<file path="src/rtl/uart_pkg.sv">
// Shared UART definitions: default baud generator widths, reset oversampling
// select and the packed configuration record.
package uart_pkg;

    localparam int DIV_W   = 16;
    localparam int FRAC_W  = 4;
    localparam int OSR_W   = 5;
    localparam int OSR_DEF = 15;

    typedef struct packed {
        logic [DIV_W-1:0]  div_int;
        logic [FRAC_W-1:0] div_frac;
        logic [OSR_W-1:0]  osr;
    } baud_cfg_t;

endpackage

</file>
<file path="src/rtl/baud_gen_frac_if.sv">
// Configuration and tick bundle of the fractional baud generator.
// master drives enable/configuration and receives ticks; slave is the generator.
interface baud_gen_frac_if #(
    parameter int DIV_W  = uart_pkg::DIV_W,
    parameter int FRAC_W = uart_pkg::FRAC_W,
    parameter int OSR_W  = uart_pkg::OSR_W
);
    import uart_pkg::*;

    logic              en_i;
    logic [DIV_W-1:0]  div_int_i;
    logic [FRAC_W-1:0] div_frac_i;
    logic [OSR_W-1:0]  osr_i;
    logic              cfg_we_i;
    logic              osr_tick_o;
    logic              bit_tick_o;

    modport master (
        output en_i, div_int_i, div_frac_i, osr_i, cfg_we_i,
        input  osr_tick_o, bit_tick_o
    );

    modport slave (
        input  en_i, div_int_i, div_frac_i, osr_i, cfg_we_i,
        output osr_tick_o, bit_tick_o
    );

endinterface

</file>
<file path="src/rtl/baud_frac_acc.sv">
// Fractional phase accumulator: adds the fraction on every completed period
// and reports the carry as a one-cycle period extension (ext_o).
// Only built when BAUD_GEN_FRAC_EN is defined.
`ifdef BAUD_GEN_FRAC_EN
module baud_frac_acc #(
    parameter int FRAC_W = uart_pkg::FRAC_W
) (
    input  logic              clk_i,
    input  logic              reset_i,
    input  logic [FRAC_W-1:0] frac_i,
    input  logic              advance_i,
    input  logic              clear_i,
    output logic              ext_o
);
    import uart_pkg::*;

    logic [FRAC_W-1:0] acc_q, acc_d;
    logic [FRAC_W:0]   sum;

    // Carry of acc + frac lengthens the current period; clear wins over advance
    always_comb begin
        sum   = {1'b0, acc_q} + {1'b0, frac_i};
        ext_o = sum[FRAC_W];
        acc_d = acc_q;
        if (clear_i) begin
            acc_d = '0;
        end else if (advance_i) begin
            acc_d = sum[FRAC_W-1:0];
        end
    end

    // Accumulator register
    always_ff @(posedge clk_i or posedge reset_i) begin
        if (reset_i) begin
            acc_q <= '0;
        end else begin
            acc_q <= acc_d;
        end
    end

endmodule
`endif

</file>
<file path="src/rtl/baud_gen_frac.sv">
// Fractional baud-rate generator: divides clk_i by div + frac/2^FRAC_W into
// single-cycle oversampling ticks and derives a bit tick every osr+1 of them.
// Macro BAUD_GEN_FRAC_EN enables the fractional accumulator; without it every
// period is exactly div cycles and div_frac_i is ignored.
module baud_gen_frac #(
    parameter int DIV_W   = uart_pkg::DIV_W,
    parameter int FRAC_W  = uart_pkg::FRAC_W,
    parameter int OSR_W   = uart_pkg::OSR_W,
    parameter int OSR_DEF = uart_pkg::OSR_DEF
) (
    input  logic           clk_i,
    input  logic           reset_i,
    baud_gen_frac_if.slave bus
);
    import uart_pkg::*;

    localparam logic [DIV_W:0]   CNT_ONE = (DIV_W+1)'(1);
    localparam logic [OSR_W-1:0] OSR_ONE = OSR_W'(1);

    logic [DIV_W-1:0] div_q, div_d;
    logic [OSR_W-1:0] osr_q, osr_d;
    logic [DIV_W:0]   cnt_q, cnt_d;
    logic [OSR_W-1:0] ocnt_q, ocnt_d;
    logic             osr_tick_q, osr_tick_d;
    logic             bit_tick_q, bit_tick_d;
    logic             ext;
    logic             restart;
    logic             running;
    logic             period_end;
    logic [DIV_W:0]   period;

    // A write or a disable restarts the period; div == 0 stops the generator
    assign restart    = bus.cfg_we_i | ~bus.en_i;
    assign running    = ~restart & (div_q != '0);
    assign period     = {1'b0, div_q} + {{DIV_W{1'b0}}, ext};
    assign period_end = running & (cnt_q == period - CNT_ONE);

`ifdef BAUD_GEN_FRAC_EN
    logic [FRAC_W-1:0] frac_q, frac_d;

    assign frac_d = bus.cfg_we_i ? bus.div_frac_i : frac_q;

    // Stored fraction, loaded together with the rest of the configuration
    always_ff @(posedge clk_i or posedge reset_i) begin
        if (reset_i) begin
            frac_q <= '0;
        end else begin
            frac_q <= frac_d;
        end
    end

    baud_frac_acc #(.FRAC_W(FRAC_W)) u_acc (
        .clk_i     (clk_i),
        .reset_i   (reset_i),
        .frac_i    (frac_q),
        .advance_i (period_end),
        .clear_i   (restart),
        .ext_o     (ext)
    );
`else
    logic unused_frac;
    assign unused_frac = ^bus.div_frac_i;
    assign ext         = 1'b0;
`endif

    // Next state: configuration write beats disable, which beats a due tick
    always_comb begin
        div_d      = div_q;
        osr_d      = osr_q;
        cnt_d      = cnt_q;
        ocnt_d     = ocnt_q;
        osr_tick_d = 1'b0;
        bit_tick_d = 1'b0;
        if (bus.cfg_we_i) begin
            div_d  = bus.div_int_i;
            osr_d  = bus.osr_i;
            cnt_d  = '0;
            ocnt_d = '0;
        end else if (!running) begin
            cnt_d  = '0;
            ocnt_d = '0;
        end else if (period_end) begin
            cnt_d      = '0;
            osr_tick_d = 1'b1;
            bit_tick_d = (ocnt_q == osr_q);
            ocnt_d     = (ocnt_q == osr_q) ? '0 : ocnt_q + OSR_ONE;
        end else begin
            cnt_d = cnt_q + CNT_ONE;
        end
    end

    // State and registered tick outputs
    always_ff @(posedge clk_i or posedge reset_i) begin
        if (reset_i) begin
            div_q      <= '0;
            osr_q      <= OSR_W'(OSR_DEF);
            cnt_q      <= '0;
            ocnt_q     <= '0;
            osr_tick_q <= 1'b0;
            bit_tick_q <= 1'b0;
        end else begin
            div_q      <= div_d;
            osr_q      <= osr_d;
            cnt_q      <= cnt_d;
            ocnt_q     <= ocnt_d;
            osr_tick_q <= osr_tick_d;
            bit_tick_q <= bit_tick_d;
        end
    end

    assign bus.osr_tick_o = osr_tick_q;
    assign bus.bit_tick_o = bit_tick_q;

endmodule

</file>
<file path="src/flat_wrapper.sv">
// flat-port wrapper written by rule: the top's interface ports become plain ports
module baud_gen_frac_flat import uart_pkg::*;
#(
    parameter int DIV_W   = uart_pkg::DIV_W,
    parameter int FRAC_W  = uart_pkg::FRAC_W,
    parameter int OSR_W   = uart_pkg::OSR_W,
    parameter int OSR_DEF = uart_pkg::OSR_DEF
)
  (clk_i, reset_i, bus_en_i, bus_div_int_i, bus_div_frac_i, bus_osr_i, bus_cfg_we_i, bus_osr_tick_o, bus_bit_tick_o);
  baud_gen_frac_if #(.DIV_W(DIV_W), .FRAC_W(FRAC_W), .OSR_W(OSR_W)) bus_i ();
  input  logic clk_i;
  input  logic reset_i;
  input wire logic [$bits(bus_i.en_i)-1:0] bus_en_i;
  input wire logic [$bits(bus_i.div_int_i)-1:0] bus_div_int_i;
  input wire logic [$bits(bus_i.div_frac_i)-1:0] bus_div_frac_i;
  input wire logic [$bits(bus_i.osr_i)-1:0] bus_osr_i;
  input wire logic [$bits(bus_i.cfg_we_i)-1:0] bus_cfg_we_i;
  output wire logic [$bits(bus_i.osr_tick_o)-1:0] bus_osr_tick_o;
  output wire logic [$bits(bus_i.bit_tick_o)-1:0] bus_bit_tick_o;
  assign bus_i.en_i = bus_en_i;
  assign bus_i.div_int_i = bus_div_int_i;
  assign bus_i.div_frac_i = bus_div_frac_i;
  assign bus_i.osr_i = bus_osr_i;
  assign bus_i.cfg_we_i = bus_cfg_we_i;
  assign bus_osr_tick_o = bus_i.osr_tick_o;
  assign bus_bit_tick_o = bus_i.bit_tick_o;
  baud_gen_frac #(.DIV_W(DIV_W), .FRAC_W(FRAC_W), .OSR_W(OSR_W), .OSR_DEF(OSR_DEF)) u_core (.clk_i(clk_i), .reset_i(reset_i), .bus(bus_i));
endmodule
</file>
<file path="config.mk">
export PLATFORM = sky130hd
export DESIGN_NAME = baud_gen_frac_flat
export DESIGN_NICKNAME = d
export VERILOG_FILES = /design/src/rtl/uart_pkg.sv /design/src/rtl/baud_gen_frac_if.sv /design/src/rtl/baud_frac_acc.sv /design/src/rtl/baud_gen_frac.sv /design/src/flat_wrapper.sv
export SDC_FILE = /design/constraint.sdc
export NUM_CORES = 1
export LEC_CHECK = 0
export ABC_AREA = 1
export CAP_MARGIN = 20
export CORE_MARGIN = 4
export CORE_UTILIZATION = 55
export CTS_BUF_LIST = sky130_fd_sc_hd__clkbuf_16
export CTS_CLUSTER_DIAMETER = 40
export DETAILED_ROUTE_END_ITERATION = 8
export PLACE_DENSITY = 0.81
export SLEW_MARGIN = 10
export SYNTH_ARGS = -nofsm -noshare
export SYNTH_HDL_FRONTEND = slang
export SYNTH_SLANG_ARGS = --single-unit
</file>
<file path="constraint.sdc">
create_clock -name clk_i -period 2.22 [get_ports clk_i]
set_input_delay 0.444 -clock clk_i [delete_from_list [all_inputs] [get_ports clk_i]]
set_output_delay 0.444 -clock clk_i [all_outputs]
set_load 0.005 [all_outputs]
</file>
After elaboration in Yosys (flattened, before gate mapping) --
Index checks and enable logic that the tools add are counted.
Storage, ports and cells: flip-flop bits (word level) 45
Operators by class: multiplexer cells 13, $add $sub $neg 3, equality and inequality tests 3, bitwise gates (word level) 5, reduce and logical (&&, ||, !) cells 1
Operators by type and width (number):
- $mux W17 | 3
- $mux W5 | 4
- $add A17 B1 Y17 const B | 1
- $eq A17 B17 Y1 | 1
- $sub A16 B1 Y17 const B | 1
- $reduce_bool A16 Y1 | 1
- $mux W1 | 6
- $add A5 B1 Y5 const B | 1
- $eq A5 B5 Y1 | 1
- $ne A3 B3 Y1 const B | 1
- $and A1 B1 Y1 | 2
- $not A1 Y1 | 2
- $or A1 B1 Y1 | 1

Logic depth before layout (Yosys ltp) --
Gate-level depths: netlist of the first run.
depth after elaboration 8, depth in mapped cells 15, mapped depth without buffers 14

Worst setup path after synthesis of the first run --
No wires, ideal clock.
kind reg-to-reg, start point register u_core.div_q[0], end point register u_core.cnt_q[12], arrival time 1.839 ns, library setup time 0.120 ns, stages on the path, launching flop included 15, setup slack 0.261 ns, required time 2.100 ns, cells stage by stage dfrtp_1 -> inv_1 -> ha_1 -> nand2_4 -> nor2_8 -> nand2_1 -> nand2_1 -> nand2_1 -> inv_1 -> nand3b_1 -> nor2_4 -> nand2_4 -> nand2_4 -> buf_12 -> nor2_2
On the way: word-level cells in the longest chain between the ends 6, elaborated cells on any way between the ends 8, those cells by class add/sub: 1; eq/ne: 1; mux: 3; bitwise: 2; reduce/logical: 1
Ends and longest elaborated chain:
- start, declared | RTL line baud_gen_frac.sv:20 | logic [DIV_W-1:0] div_q, div_d;
- start signal, assigned | RTL line baud_gen_frac.sv:102 | div_q <= div_d;
- $sub A16 B1 Y17 / $reduce_bool A16 Y1 (equally long branches) | RTL line baud_gen_frac.sv:36, baud_gen_frac.sv:34
- $eq A17 B17 Y1 / $and A1 B1 Y1 (equally long branches) | RTL line baud_gen_frac.sv:36, baud_gen_frac.sv:34
- $and A1 B1 Y1 | RTL line baud_gen_frac.sv:36 | assign period_end = running & (cnt_q == period - CNT_ONE);
- $mux W17 | RTL line baud_gen_frac.sv:82 | end else if (period_end) begin
- $mux W17 * | RTL line baud_gen_frac.sv:79 | end else if (!running) begin
- $mux W17 * | RTL line baud_gen_frac.sv:74 | if (bus.cfg_we_i) begin
- net u_core.cnt_d[12] | RTL line baud_gen_frac.sv:22 | logic [DIV_W:0] cnt_q, cnt_d;
- end signal, assigned | RTL line baud_gen_frac.sv:104 | cnt_q <= cnt_d;
- end, declared | RTL line baud_gen_frac.sv:22
The timed path passes the listed nets; every way through them passes the cells marked *. A chain may end at the register's enable or synchronous reset.

Worst setup path in the final report of the first run --
start point register u_core.div_q[1], end point register u_core.cnt_q[0]
Same word-level chain as after synthesis.

==> results of run 1 <==
-- layout make-up --
type	instances	area share, %
Clock buffer	5	3.46
Clock inverter	3	0.311
Inverter	47	4.88
Multi-Input combinational cell	335	48.3
Sequential cell	45	31.3
Tap cell	72	2.49
Timing Repair Buffer	36	9.27
-- cells in the mapped netlist (2+ instances only) --
cell type | count | share of area, %
dfrtp_1 | 41 | 33
nor2_4 | 6 | 2.2
clkbuf_1 | 5 | 0.61
nand2_2 | 3 | 0.61
o21ai_0 | 11 | 1.8
inv_1 | 47 | 5.7
nand2_4 | 3 | 1.1
xnor2_1 | 10 | 2.8
dfstp_2 | 4 | 3.4
nor3_2 | 2 | 0.65
buf_2 | 2 | 0.32
xor2_1 | 22 | 6.2
nand2_1 | 152 | 18
o21bai_1 | 2 | 0.49
nor4_1 | 4 | 0.81
nor2_1 | 40 | 4.9
nand3b_1 | 3 | 0.73
nor3_1 | 4 | 0.65
nand3_1 | 38 | 6.1
ha_1 | 4 | 1.6
nor2_2 | 15 | 3.0
nand4_1 | 7 | 1.4
a21oi_1 | 3 | 0.49
-- power by group through the flow --
stage          clock [W]  combinational, W  sequential, W
2_1_floorplan          0          0.000257       0.000908
3_3_place_gp           0          0.000352       0.000919
3_5_place_dp           0          0.000363       0.000919
4_1_cts         0.000707          0.000364       0.000906
5_1_grt         0.000747          0.000423       0.000910
6_report        0.000692          0.000371       0.000906
-- what timing repair did --
| item | in CTS | in global routing |
|---|---|---|
| resized for setup | 0 | 3 |
| endpoints found under the setup margin | 0 | 20 |
| buffers inserted | 0 | 1 |
-- logic make-up (layout without fill, tap and decap cells) --
kind of cell	after synthesis	in the layout	share of synthesized area, %
AND/OR/NAND/NOR	281	281	41.9
buffers and inverters	56	91	7.44
flip-flops	45	45	36.6
XOR/XNOR	32	32	9.06
AO/OA/AOI/OAI	18	18	3.44
adder cells (fa/ha/maj)	4	4	1.62
-- critical path, cell delays in order (launching register included) --
cell and delay (ns):
dfrtp_1 0.39, inv_1 0.14, ha_4 0.22, xnor2_1 0.14
a21oi_2 0.15, nand2_1 0.07, nor2_1 0.12, nand3_1 0.12
nor2_4 0.19, nand2_4 0.07, nand2_4 0.21, nor2_1 0.07
-- cell usage in the layout, fill, tap and decap left out, types with 2 or more instances in the layout --
cell type	instances
dfstp_2	4
nand2_4	3
dfrtp_1	41
nor2_2	15
nand2_2	3
clkbuf_16	5
inv_1	49
nor4_1	4
nand4_1	7
o21ai_0	11
ha_1	3
nand3b_1	3
xor2_1	22
nor2_1	40
a21oi_1	2
nor2_4	6
clkdlybuf4s50_1	26
nor3_1	4
nand3_1	38
nor3_2	2
nand2_1	152
o21bai_1	2
buf_4	10
xnor2_1	10
-- sequential cells by signal (all words and copies together) (netlist names) --
| signal | count |
|---|---|
| u_core.osr_q | 5 |
| u_core.bus.osr_tick_o | 1 |
| u_core.cnt_q | 17 |
| u_core.bus.bit_tick_o | 1 |
| u_core.ocnt_q | 5 |
| u_core.div_q | 16 |
-- metrics by stage --
step           cells  hold slack [ns]  instance area (um2)  setup slack, ns
2_1_floorplan    436            0.450                 3090            0.261
3_3_place_gp     534            0.462                 3460            0.181
3_5_place_dp     534            0.462                 3460            0.131
4_1_cts          542            0.472                 3590            0.104
5_1_grt          543            0.488                 3620           0.0337
6_report         543            0.458                 3620            0.207
-- routing by layer --
| metal | GRT usage [%] | vias to the layer above |
|---|---|---|
| met1 | 26.6 | 1283 |
| met2 | 34.5 | 52 |
| li1 | - | 1418 |
| met5 | 0 | - |
| met4 | 5.94 | 0 |
| met3 | 3.57 | 11 |
-- worst max path at each step --
| stage | endpoint | slack (ns) | cells past startpoint |
|---|---|---|---|
| after global routing | u_core.cnt_q[3] | 0.03 | 12 |
| after global placement | u_core.cnt_q[2] | 0.18 | 13 |
| after floorplan | u_core.cnt_q[12] | 0.26 | 14 |
| final | u_core.cnt_q[0] | 0.21 | 11 |
| after detailed placement | u_core.cnt_q[0] | 0.13 | 13 |
| after CTS | u_core.cnt_q[0] | 0.10 | 13 |
==> reports/results.tsv, run 1 <==
stage	metric	value	unit
floorplan	rows	27	
finish	multiInputGateArea	0.00175	mm2
sta	rsz0062_at_grt	no	
global_route	antenna_found_initial	0	
sta	fmax	0.497	GHz
setup_path	rrSetupSlack	0.21	ns
logic_synthesis	syn_nets	469	
pwr	power_frac_clock	35.2	%
setup_path	reg2reg_depth	11	
setup_path	critPathRequiredTime	2.38	ns
setup_path	crit_start	u_core.div_q[1]	
finish	n_fill_cell	479	
logic_synthesis	synth_edf_count	0	
logic_synthesis	avgSynthCellArea	7.09	um2
global_route	grt_pass1_wl	11700	um
logic_synthesis	synth_flop_cell	dfrtp_1	
routing	drt_iter0_drc	147	
global_route	grt_max_degree	30	
place	gp_congestion	0.892	
routing	via_per_inst	5.09	
sta	finalSetupViolCount	0	
logic_synthesis	synthArstFlopShare	100	%
logic_synthesis	yosys_warnings	0	
sta	finalCritPeriodShare	90.7	%
global_route	grtUsageTotal	20.3	%
sta	fin_tns_setup	0	ns
pwr	peakVddDrop	0.449	mV
pwr	leakagePower	1.79	nW
routing	wl_met2	3340	um
floorplan	fp.dieW	83.0	um
clock_tree	cts_tree	built	
floorplan	coreArea	0.00547	mm2
setup_path	cp_max_fo	15	
setup_path	arrival	2.17	ns
setup_path	endpoint_kind	flip-flop	
finish	antenna_cells	0	
sta	final_max_slew_viol_count	0	
sta	hold_violations	0	
setup_path	worst_setup_path_start_kind	flip-flop	
run_status	outcome	finished clean	
routing	vias	2764	
setup_path	reg2reg_to	u_core.cnt_q[0]	
clock_tree	root_buffer	clkbuf_16	
floorplan	io_pins	31	
pwr	comb_power_share	18.8	%
sta	max_slew_margin	60.7	%
setup_path	critPathKind	reg -> reg	
pwr	p_int	0.00142	W
routing	postRouteWirelength	6660	um
setup_path	r2r-start	u_core.div_q[1]	
logic_synthesis	synth.distinct_cells	31	
finish	drive_above_1_share	11.0	%
logic_synthesis	synth_cells	436	
pwr	power_density	544	mW/mm2
finish	finish.utilization	66.1	%
global_route	overflow	0	
clock_tree	htreeDepth	2	
routing	highest_layer	met4	
logic_synthesis	seq_area_frac_synth	36.6	%
floorplan	initial_core_util	56.5	%
floorplan	die_y	83.0	um
pwr	power	0.00197	W
pwr	p_sw	0.000552	W
routing	drc_errors	0	
run	cap_viol_max_count	0	
routing	post_drt_wl_per_cell	12.3	um
sta	finClkSkew	0.00172	ns
finish	finalNetCount	503	
pwr	pwr-share-seq	46.0	%
global_route	grt_pass1_vias	2674	
finish	regArea	0.00113	mm2
clock_tree	cts_hold_buf	0	
clock_tree	clkSinkCount	45	
clock_tree	cts_buffer_depth	2	
floorplan	die-area	0.00689	mm2
routing	detail-route-antenna-nets	0	
sta	worst_pin_slew	0.586	ns
hold_path	hp-class	in -> async	
finish	area_delta_synth_final	16.9	%
place	port_buffers	26	
clock_tree	cts_buffers	5	
routing	first_pass_iters	5	
sta	min_period	2.01	ns
logic_synthesis	syn-cell-area	0.00309	mm2
logic_synthesis	yosys_register_bits	45	
routing	wl_met1	2960	um
place	dp_hpwl	5100	um
clock_tree	clkTransAtPathRegs	0.06	ns
clock_tree	clk_latency	0.28	ns
routing	met3_length	264	um
pwr	p_sw_share	28.1	%
Note: power is estimated with default switching activity, not from simulation.
==> run 2, diff against run 1 <==
--- a/config.mk
+++ b/config.mk
@@ -7,7 +7,6 @@
 export LEC_CHECK = 0
 export ABC_AREA = 1
 export CAP_MARGIN = 20
-export CORE_MARGIN = 4
 export CORE_UTILIZATION = 55
 export CTS_BUF_LIST = sky130_fd_sc_hd__clkbuf_16
 export CTS_CLUSTER_DIAMETER = 40
==> run 2 against run 1 <==
  * Total power rose by 0.82%
  * Combinational power barely moved
  * Clock power rose by 2%
  * Critical path type unchanged
==> reports/results.tsv, run 2 (synthesized netlist as in run 1, its figures left out) <==
stage	metric	value	unit
clock_tree	clkSinkCount	45	
finish	layout_common_cells	nand2_1 (152), inv_1 (48), dfrtp_1 (41), nor2_1 (40), nand3_1 (38)	
sta	finClkSkew	0.00363	ns
setup_path	crit_family	simple AND/OR/NAND/NOR gates	
clock_tree	cts_tree	built	
global_route	grtUsageTotal	25.0	%
clock_tree	cts_setup_buffers	0	
run	cap_viol_max_count	0	
pwr	power_density	551	mW/mm2
finish	antenna_cells	0	
finish	finalNetCount	501	
clock_tree	htreeDepth	2	
setup_path	r2r-start	u_core.div_q[0]	
floorplan	die-area	0.00593	mm2
hold_path	min_to	u_core.osr_q[1]	
sta	final_max_slew_viol_count	0	
finish	largest_reg_flops	17	
clock_tree	clk_latency	0.29	ns
setup_path	crit_buf_inv	3	
sta	finalSetupViolCount	0	
sta	finalCritPeriodShare	93.5	%
setup_path	critPathRequiredTime	2.40	ns
routing	via_per_inst	5.32	
pwr	leakagePower	1.78	nW
routing	post_drt_wl_per_cell	12.9	um
routing	postRouteWirelength	6930	um
setup_path	worst_setup_path_start_kind	flip-flop	
routing	detail-route-antenna-nets	0	
setup_path	reg2reg_depth	14	
clock_tree	root_buffer	clkbuf_16	
hold_path	hold_path_depth	2	
hold_path	hp-class	reg -> reg	
clock_tree	cts_buffer_depth	2	
place	gp_congestion	0.894	
sta	rsz0062_at_grt	no	
setup_path	reg2reg_to	u_core.ocnt_q[0]	
floorplan	io_pins	31	
sta	min_period	2.08	ns
sta	hold_violations	0	
finish	drive_above_1_share	10.4	%
run_status	outcome	finished clean	
global_route	antenna_found_initial	0	
global_route	grt_max_degree	46	
global_route	grt_pass1_vias	2715	
floorplan	rows	26	
hold_path	hp-start	u_core.osr_q[1]	
finish	area_delta_synth_final	16.5	%
setup_path	cpMostUsedCell	nand2_1	
clock_tree	cts_resized	0	
sta	max_slew_margin	61.3	%
setup_path	critPathKind	reg -> reg	
setup_path	crit_chain	inv_1 > buf_4 > nand2_2 > nor2_4 > nand2_1 > nand2_1 > nand2_1 > nor2_1 > nand2_2 > nor2_4 > nand2_4 > buf_4 > nand3_1 > nand2_1	
setup_path	cp_max_fo	7	
global_route	overflow	0	
finish	multiInputGateArea	0.00175	mm2
pwr	peakVddDrop	0.313	mV
routing	drc_errors	0	
setup_path	slowest_delay	0.38	ns
sta	fin_tns_setup	0	ns
finish	top_regs	u_core.cnt_q x17, u_core.div_q x16	
sta	worst_pin_slew	0.581	ns
clock_tree	cts_hold_buf	0	
global_route	grt_pass1_wl	11800	um
setup_path	arrival	2.25	ns
place	dp_hpwl	5140	um
floorplan	fp.dieW	77.0	um
finish	top_register	u_core.cnt_q	
clock_tree	cts_buffers	5	
sta	fmax	0.482	GHz
finish	final_common_cell	nand2_1	
setup_path	slowest_stage	dfrtp_1	
finish	n_fill_cell	475	
clock_tree	clkTransAtPathRegs	0.06	ns
routing	first_pass_iters	6	
finish	regArea	0.00113	mm2
place	port_buffers	26	
setup_path	endpoint_kind	flip-flop	
floorplan	coreArea	0.00527	mm2
routing	drt_iter0_drc	194	
routing	vias	2865	
setup_path	rrSetupSlack	0.14	ns
floorplan	initial_core_util	58.7	%
sta	holdWs	0.473	ns
floorplan	die_y	77.0	um
==> run 2: final cells by class <==
cell class	instances	area share, %
clock buffer	5	3.47
clock inverter	3	0.312
inverter	47	4.89
multi-input combinational	335	48.6
sequential	45	31.4
tap	70	2.43
timing repair buffer	34	8.89
==> run 2: where the power goes <==
| part | switching (W) | internal (W) | total [W] |
|---|---|---|---|
| Clock | 0.000302 | 0.000405 | 0.000707 |
| Sequential | 0.0000460 | 0.000861 | 0.000907 |
| Combinational | 0.000222 | 0.000149 | 0.000371 |
==> run 2: layer usage <==
metal / wire length, um / GRT usage [%]
met2: 3420 / 44.0
met4: 99 / 8.68
met5: 0 / 0
met1: 3060 / 30.7
met3: 340 / 4.29
==> run 2: worst min-delay path: cells and delay by family (launching register included) <==
family | cells | cell delay (ns)
flip-flops | 1 | 0.37
AND/OR/NAND/NOR | 2 | 0.09
==> run 2: worst max-delay path by stage <==
stage                          startpoint  slack, ns  cells after the start                to
after CTS                 u_core.div_q[1]        0.1                     13   u_core.cnt_q[2]
after global routing      u_core.div_q[0]       0.01                     14  u_core.ocnt_q[0]
after global placement    u_core.div_q[1]       0.19                     13  u_core.cnt_q[16]
after detailed placement  u_core.div_q[1]       0.12                     13   u_core.cnt_q[2]
after floorplan           u_core.div_q[0]       0.26                     14  u_core.cnt_q[12]
final                     u_core.div_q[0]       0.14                     14  u_core.ocnt_q[0]
==> run 2: through the flow <==
| step | power [W] | cell area (um2) | setup WS, ns | instances | util, % |
|---|---|---|---|---|---|
| 2_1_floorplan | 0.00117 | 3090 | 0.261 | 436 | - |
| 3_3_place_gp | 0.00127 | 3450 | 0.187 | 531 | 65.4 |
| 3_5_place_dp | 0.00128 | 3450 | 0.117 | 531 | 65.4 |
| 4_1_cts | 0.00198 | 3580 | 0.0999 | 539 | 68.0 |
| 5_1_grt | 0.00208 | 3600 | 0.0136 | 539 | 68.4 |
| 6_report | 0.00198 | 3600 | 0.145 | 539 | 68.4 |
